### src/rtl/frame_pkg.sv
// Shared types and default geometry for the frame-capture block.
package frame_pkg;

   localparam int H_ACTIVE_DEF = 640;
   localparam int V_ACTIVE_DEF = 480;
   localparam int ADDR_W_DEF   = 19;

   typedef enum logic [1:0] {
      ST_IDLE,
      ST_ARMED,
      ST_CAPTURE,
      ST_DONE
   } state_t;

endpackage

### src/rtl/sync_edge_det.sv
// Registered rise/fall detector for a clk-synchronous level.
// No edge is reported on the first cycle after reset.
module sync_edge_det (
   input  logic clk,
   input  logic rst_n,
   input  logic sig,
   output logic rise,
   output logic fall
);

   logic sig_p0;
   logic primed_p0;

   always_ff @(posedge clk or negedge rst_n) begin
      if (!rst_n) begin
         sig_p0    <= 1'b0;
         primed_p0 <= 1'b0;
      end else begin
         sig_p0    <= sig;
         primed_p0 <= 1'b1;
      end
   end

   // primed_p0 masks the stale comparison against the reset value of sig_p0
   assign rise = primed_p0 &  sig & ~sig_p0;
   assign fall = primed_p0 & ~sig &  sig_p0;

endmodule

### src/rtl/frame_capture.sv
// Camera-to-frame-buffer capture: keeps the luma byte of each YUV pixel pair.
// Optional sticky line/frame error flags are built when FRAME_CAPTURE_ERR_EN is defined.
module frame_capture
   import frame_pkg::*;
#(
   parameter int H_ACTIVE = H_ACTIVE_DEF,
   parameter int V_ACTIVE = V_ACTIVE_DEF,
   parameter int ADDR_W   = ADDR_W_DEF
) (
   input  logic              clk,
   input  logic              rst_n,
   input  logic              capture_en,
   input  logic              vsync_in,
   input  logic              href_in,
   input  logic              pix_valid,
   input  logic [7:0]        pix_data,
   input  logic              err_clr,
   output logic              bram_we,
   output logic [ADDR_W-1:0] bram_addr,
   output logic [7:0]        bram_din,
   output logic              frame_done,
   output logic              frame_ready,
   output logic [7:0]        frame_cnt,
   output logic              line_err,
   output logic              frame_err
);

   localparam int COL_W = $clog2(H_ACTIVE + 2);
   localparam int ROW_W = $clog2(V_ACTIVE + 2);
   localparam logic [COL_W-1:0]  COL_END   = COL_W'(H_ACTIVE);
   localparam logic [COL_W-1:0]  COL_SAT   = COL_W'(H_ACTIVE + 1);
   localparam logic [ROW_W-1:0]  ROW_END   = ROW_W'(V_ACTIVE);
   localparam logic [ROW_W-1:0]  ROW_SAT   = ROW_W'(V_ACTIVE + 1);
   localparam logic [ADDR_W-1:0] LINE_STEP = ADDR_W'(H_ACTIVE);

   logic vs_rise, vs_fall, hr_rise, hr_fall;

   sync_edge_det u_vs_edge (
      .clk  (clk),
      .rst_n(rst_n),
      .sig  (vsync_in),
      .rise (vs_rise),
      .fall (vs_fall)
   );

   sync_edge_det u_hr_edge (
      .clk  (clk),
      .rst_n(rst_n),
      .sig  (href_in),
      .rise (hr_rise),
      .fall (hr_fall)
   );

   state_t state, state_nx;

   always_ff @(posedge clk or negedge rst_n) begin
      if (!rst_n) state <= ST_IDLE;
      else        state <= state_nx;
   end

   always_comb begin
      state_nx = state;
      case (state)
         ST_IDLE:    if (vs_rise)                state_nx = ST_ARMED;
         ST_ARMED:   if (vs_fall && capture_en)  state_nx = ST_CAPTURE;
         ST_CAPTURE: if (vs_rise)                state_nx = ST_DONE;
         ST_DONE:                                state_nx = ST_ARMED;
         default:                                state_nx = ST_IDLE;
      endcase
   end

   logic              phase;
   logic [COL_W-1:0]  col;
   logic [ROW_W-1:0]  row;
   logic [ADDR_W-1:0] addr;
   logic [ADDR_W-1:0] row_base;

   logic in_cap, start_cap, beat, phase_eff, keep, in_window, line_end, frame_end;

   assign in_cap    = (state == ST_CAPTURE);
   assign start_cap = (state == ST_ARMED) && vs_fall && capture_en;
   assign beat      = in_cap && href_in && pix_valid;
   assign phase_eff = hr_rise ? 1'b0 : phase;
   assign keep      = beat && !phase_eff;
   assign in_window = (col < COL_END) && (row < ROW_END);
   assign line_end  = in_cap && hr_fall;
   assign frame_end = in_cap && vs_rise;

   // Stage p0: column/row/address tracking; col and row saturate one past
   // the active area so overlong lines and frames stay distinguishable.
   always_ff @(posedge clk or negedge rst_n) begin
      if (!rst_n) begin
         phase    <= 1'b0;
         col      <= '0;
         row      <= '0;
         addr     <= '0;
         row_base <= '0;
      end else if (start_cap) begin
         phase    <= 1'b0;
         col      <= '0;
         row      <= '0;
         addr     <= '0;
         row_base <= '0;
      end else if (in_cap) begin
         phase <= beat ? ~phase_eff : phase_eff;
         if (line_end) begin
            col <= '0;
            if (row != ROW_SAT) row <= row + ROW_W'(1);
            if (row < ROW_END) begin
               row_base <= row_base + LINE_STEP;
               addr     <= row_base + LINE_STEP;
            end
         end else if (keep) begin
            if (col != COL_SAT) col <= col + COL_W'(1);
            if (in_window)      addr <= addr + ADDR_W'(1);
         end
      end
   end

   // Stage p1: frame-buffer write port, one cycle behind the kept byte
   always_ff @(posedge clk or negedge rst_n) begin
      if (!rst_n) begin
         bram_we   <= 1'b0;
         bram_addr <= '0;
         bram_din  <= '0;
      end else begin
         bram_we <= keep && in_window;
         if (keep && in_window) begin
            bram_addr <= addr;
            bram_din  <= pix_data;
         end
      end
   end

   always_ff @(posedge clk or negedge rst_n) begin
      if (!rst_n) begin
         frame_done  <= 1'b0;
         frame_ready <= 1'b0;
         frame_cnt   <= '0;
      end else begin
         frame_done <= frame_end;
         if (frame_end) begin
            frame_ready <= 1'b1;
            frame_cnt   <= frame_cnt + 8'd1;
         end
      end
   end

`ifdef FRAME_CAPTURE_ERR_EN
   // A new error in the same cycle as err_clr wins over the clear
   always_ff @(posedge clk or negedge rst_n) begin
      if (!rst_n) begin
         line_err  <= 1'b0;
         frame_err <= 1'b0;
      end else begin
         if (line_end && (col != COL_END))   line_err <= 1'b1;
         else if (err_clr)                   line_err <= 1'b0;
         if (frame_end && (row != ROW_END))  frame_err <= 1'b1;
         else if (err_clr)                   frame_err <= 1'b0;
      end
   end
`else
   logic unused_err_clr;
   assign unused_err_clr = err_clr;
   assign line_err       = 1'b0;
   assign frame_err      = 1'b0;
`endif

endmodule

### config.mk
export PLATFORM = sky130hd
export DESIGN_NAME = frame_capture
export DESIGN_NICKNAME = d
export VERILOG_FILES = /design/src/rtl/frame_pkg.sv /design/src/rtl/sync_edge_det.sv /design/src/rtl/frame_capture.sv
export SDC_FILE = /design/constraint.sdc
export NUM_CORES = 1
export LEC_CHECK = 0
export ABC_AREA = 1
export ABC_CLOCK_PERIOD_IN_PS = 2300
export BUFFER_PORTS_ARGS = -buffer_cell sky130_fd_sc_hd__buf_2
export CAP_MARGIN = 20
export CORE_UTILIZATION = 55
export DETAILED_ROUTE_END_ITERATION = 10
export MAX_ROUTING_LAYER = met4
export PLACE_DENSITY_LB_ADDON = 0.05
export SETUP_SLACK_MARGIN = 0.05
export SYNTH_ARGS = -nofsm -noshare
export SYNTH_HDL_FRONTEND = slang
export SYNTH_SLANG_ARGS = --single-unit
### constraint.sdc
create_clock -name clk -period 2.3 [get_ports clk]
set_input_delay 0.23 -clock clk [delete_from_list [all_inputs] [get_ports clk]]
set_output_delay 0.23 -clock clk [all_outputs]
set_load 0.005 [all_outputs]
Word level (Yosys, flattened, before mapping). Index checks and enable logic that the tools add are counted.

Flip-flop bits (word level): 101. Input bits: 15. Word-level logic and storage cells: 94.

Add/subtract/negate cells: 5. $lt $le $gt $ge: 2. Eq/ne operators: 9. Mux-type cells: 26. Bitwise gates (word level): 13. Reduce and logical (&&, ||, !) cells: 24.

Operators with widths (number): $mux W19 (9); $mux W10 (5); $mux W9 (4); $add A19 B1 Y19 const B (1); $add A19 B10 Y19 const B (1); $reduce_and A3 Y1 (4); $add A10 B1 Y10 const B (1); $logic_and A1 B1 Y1 (10); $lt A10 B10 Y1 const B (1); $ne A10 B10 Y1 const B (1); $add A9 B1 Y9 const B (1); $lt A9 B9 Y1 const B (1); $ne A9 B9 Y1 const B (1); $reduce_bool A3 Y1 (3); $add A8 B1 Y8 const B (1); $and A1 B1 Y1 (8); $pmux W2 S4 (1); $reduce_bool A2 Y1 (4); $mux W2 (3); $ne A2 B2 Y1 const B (3); $not A1 Y1 (5); $eq A2 B2 Y1 const B (2); $mux W1 (4); $reduce_and A4 Y1 (1); 4 further kinds (4).

Logic depth before layout (Yosys ltp).
Word-level depth: 9. Depth in mapped cells: 12. Depth with buffers taken out: 12.

Cells and area by module. Synthesis repeated with hierarchy kept, for this count alone.

Cells, all modules: 666. Area, all modules: 5076.1 um^2.

Modules (own cells, without submodules): frame_capture (times used 1, cells an instance 652, area an instance 4938.5 um^2, seq. area each 2277.2 um^2); sync_edge_det (times used 2, cells an instance 7, area an instance 68.8 um^2, seq. area each 50.0 um^2).

Worst setup path after synthesis. OpenSTA, ideal clock, no wires.

Kind: register to register. Start: reg state[0]. End: reg bram_din[0]. Arrival time: 1669 ps. Required time: 2175 ps. Setup slack: 506 ps. Stages on the path, launching flop included: 10. Cells stage by stage: dfrtp_1 inv_1 ha_1 inv_1 nor2_1 ha_1 inv_1 nor2_2 buf_6 mux2_2.

Cells in the longest elaborated chain, start to end: 5.

Ends and longest elaborated chain: start, declared (RTL line frame_capture.sv:54) `state_t state, state_nx;`; start signal, assigned (RTL line frame_capture.sv:58) `else state <= state_nx;`; $eq A2 B2 Y1 (RTL line frame_capture.sv:80) `assign in_cap = (state == ST_CAPTURE);`; $logic_and A1 B1 Y1 (2 in a row) (RTL line frame_capture.sv:82) `assign beat = in_cap && href_in && pix_valid;`; $logic_and A1 B1 Y1 (RTL line frame_capture.sv:84) `assign keep = beat && !phase_eff;`; $logic_and A1 B1 Y1 (RTL line frame_capture.sv:128) `if (keep && in_window) begin`; end signal, assigned (RTL line frame_capture.sv:130) `bram_din <= pix_data;`; end, declared (RTL line frame_capture.sv:20) `output logic [7:0] bram_din,`.

No other way between the ends. A chain may end at the register's enable or synchronous reset.

Worst setup path after layout.
Start: reg state[0]. End: reg col[5].

Cells in the longest elaborated chain, start to end: 6. Elaborated cells between the ends (all ways): 15. Those cells by class: eq/ne (2); mux (3); reduce/logical (10).

Ends and longest elaborated chain: $eq A2 B2 Y1 (RTL line frame_capture.sv:80); $logic_and A1 B1 Y1 (2 in a row) (RTL line frame_capture.sv:82); $logic_and A1 B1 Y1 (RTL line frame_capture.sv:84); $reduce_bool A3 Y1 (no line); $reduce_and A3 Y1 (no line); end signal, assigned (RTL line frame_capture.sv:114) `if (col != COL_SAT) col <= col + COL_W'(1);`; end, declared (RTL line frame_capture.sv:73) `logic [COL_W-1:0] col;`.

Several ways; a longest one is shown, not always the timed one. The select of a mux whose other input is x is not followed.

==> results.ini <==
[worst_setup_path]
critPathRequiredTime_ns = 2.55
cp-end-kind = register
timing.rr.end = col[5]$_DFFE_PN0P_
start_kind = register
critPathMostFrequentCell = inv_1
r2r_cells = 12
cp_cell_sequence = inv_1 -> ha_1 -> inv_1 -> nor2_1 -> ha_1 -> nand2_1 -> inv_1 -> nand2_1 -> nand2_4 -> o21ai_0 -> o21ai_0 -> inv_1
worstPathArrival_ns = 2.26
worstSetupPathType = register to register
cpPeakStageDelay_ns = 0.42
reg2reg_slack_ns = 0.29
reg2reg_from = state[0]$_DFFE_PN0P_
cp_max_fo = 13
slowest_stage = dfrtp_1

[grt]
grt_max_degree = 51
grt_pass1_wl_um = 17900
track_usage_pct = 23.4
overflow = 0
first_global_vias = 3992
antenna_found_initial = 0

[clock_network]
cts_buffers = 9
cts.sinks = 94
cts_max_path_buffers = 2
insertion_delay_ns = 0.36
post-cts-setup-buffer-count = 0
cts_max_level = 3
root_buffer = clkbuf_8
clk_pin_slew_ns = 0.09
cts_tree = done

[min_path]
hp-class = input pin to register
min_path_cells = 1
worstHoldStart = href_in
hold_end = u_hr_edge.sig_p0$_DFF_PN0_

[timing]
period_needed_ns = 2.01
drv_slew = 0
final.setup.tns_ns = 0
max_freq_mhz = 497
finalClockSkew_ns = 0.0131
whs_ns = 0.0249
rsz0062_at_grt = true
finalSetupViolations = 0
fin_crit_sh_pct = 87.4
postLayoutSetupSlackWorst_ns = 0.289
worstMarginPinSlew_ns = 0.652
hold_violations = 0
slew_headroom_pct = 56.5

[routing]
routedLengthMet1_um = 4770
wirelength_um = 9950
wl_per_cell_um = 12.5
dr.pass1.iters = 10
drtAntennaViolNets = 0
drt-initial-drc-count = 163
vias = 4198
wl_met3_um = 392
drc = 4
top_layer = met4
vias_per_cell = 5.27
wl_met2_um = 4680

[yosys]
syn_area_mm2 = 0.00510
yosysUniqueCellTypes = 39
synthArstFlopShare_pct = 100
synth-seq-area-share_pct = 46.1
ys.warnings.count = 0
synth-seq-cells = 94
ys.flop_type = dfrtp_1
postSynthCellCount = 626
syn_avg_cell_area_um2 = 8.15
synth_enable_flop_cells = 0

[pwr]
pwr-share-comb_pct = 33.6
p_int_mw = 3.70
ir_drop_mv = 0.627
switching_share_pct = 38.1
p_clk_share_pct = 18.5
seqPwrFrac_pct = 47.9
power_leakage_nw = 2.82
power_density_mw_per_mm2 = 1050
power.net_switching_mw = 2.28
p_total_mw = 5.98

[outcome]
status = finished with violations
violations = design-rule violations

[finish]
most-common-layout-cells = nand2_1 (185), dfrtp_1 (94), inv_1 (59)
finalInstanceArea_mm2 = 0.00569
syn_to_final_growth_pct = 11.6
final_core_util_pct = 64.3
fin_cells = 797
nNetsFinal = 711
drive_above_1_share_pct = 17.7
n_antenna_cell = 0
mostFrequentLayoutCell = nand2_1

[placed_design]
port_buffers = 51
post-place-ws_ns = 0.286
dp_cells = 780
postPlaceCellArea_mm2 = 0.00548
hpwl_um = 7230
place.gp.congestion = 0.843

[floorplan]
die_w_um = 98.3
ios = 55
dieArea_mm2 = 0.00966
rows = 34
die_h_um = 98.3
initial_utilization_pct = 57.6
core_mm2 = 0.00885

[run]
cap_viol_max_count = 0

## area by class of cell
| type | count | area [um^2] |
|---|---|---|
| fill | 776 | 3160 |
| multi-input combinational | 453 | 2400 |
| sequential | 94 | 2350 |
| timing repair buffer | 60 | 353 |
| inverter | 66 | 250 |
| tap | 108 | 135 |
| clock buffer | 10 | 128 |
| clock inverter | 6 | 70.1 |
## synth_stat cells (3+ instances only)
| cell type | n | area share (%) |
|---|---|---|
| xor2_1 | 9 | 1.5 |
| o21ai_0 | 31 | 3.0 |
| buf_2 | 6 | 0.59 |
| inv_2 | 6 | 0.44 |
| a21oi_1 | 12 | 1.2 |
| o21ai_1 | 4 | 0.39 |
| inv_1 | 59 | 4.3 |
| nand2_1 | 185 | 14 |
| nand2_4 | 3 | 0.66 |
| mux2_2 | 17 | 3.8 |
| nor2_1 | 56 | 4.1 |
| nand3_1 | 47 | 4.6 |
| nor3_1 | 5 | 0.49 |
| nor2_2 | 3 | 0.37 |
| nor2_4 | 4 | 0.88 |
| buf_4 | 4 | 0.59 |
| nand2_2 | 3 | 0.37 |
| o21a_1 | 12 | 1.8 |
| ha_1 | 12 | 2.9 |
| nand3b_1 | 4 | 0.59 |
| xnor2_1 | 6 | 1.0 |
| dfrtp_1 | 94 | 46 |
| nand3_2 | 5 | 0.98 |
| nand4_1 | 16 | 2.0 |
| or2_2 | 3 | 0.37 |
| buf_6 | 4 | 0.88 |
## critical path, delay by kind of cell, from the launching register on
family / cells / cell delay (ns)
buf+inv: 4 / 0.34
fa+ha+maj: 2 / 0.39
simple gates: 4 / 0.57
compound gates: 2 / 0.20
flops: 1 / 0.42
## repair_timing
item,4_1_cts,5_1_grt
endpoints found under the hold margin,48,0
resized for setup,0,0
hold buffers,1,0
endpoints found under the setup margin,0,1
## layer usage
| metal | vias up | GRT usage (%) |
|---|---|---|
| met3 | 12 | 3.65 |
| li1 | 2122 | - |
| met1 | 1979 | 31.1 |
| met2 | 85 | 37.8 |
| met4 | 0 | 5.97 |
| met5 | - | - |
## power by group through the flow
stage          combinational [mW]  clock (mW)  sequential [mW]
2_1_floorplan                1.43           0             2.78
4_1_cts                      2.04        1.15             2.86
5_1_grt                      2.33        1.20             2.98
6_report                     2.01        1.11             2.86
3_3_place_gp                 1.96           0             2.86
3_5_place_dp                 2.03           0             2.89
## worst max-delay path by stage
stage,start,depth (start not counted),to,slack [ns]
after floorplan,state[0]$_DFFE_PN0P_,9,bram_din[0]$_DFFE_PN0P_,0.51
after global placement,state[0]$_DFFE_PN0P_,9,bram_addr[13]$_DFFE_PN0P_,0.33
after detailed placement,state[0]$_DFFE_PN0P_,9,bram_addr[11]$_DFFE_PN0P_,0.29
after CTS,state[0]$_DFFE_PN0P_,9,bram_addr[11]$_DFFE_PN0P_,0.27
after global routing,state[0]$_DFFE_PN0P_,12,col[5]$_DFFE_PN0P_,0.04
final,state[0]$_DFFE_PN0P_,12,col[5]$_DFFE_PN0P_,0.29
## state kept, by name, indices dropped and copies added, names as in the netlist, 2 cells and up
name	count
row_base	12
col	10
frame_cnt	8
row	9
addr	19
state	2
bram_addr	19
bram_din	8
## cell families after synthesis
logic type | Yosys count | synth area share, %
fa+ha+maj | 12 | 2.94
flops | 94 | 46.1
simple gates | 339 | 29.9
xor+xnor | 15 | 2.58
other cells | 2 | 0.147
mux | 18 | 3.95
compound gates | 66 | 7.41
buf+inv | 80 | 6.97
(Power assumes the default switching activity.)
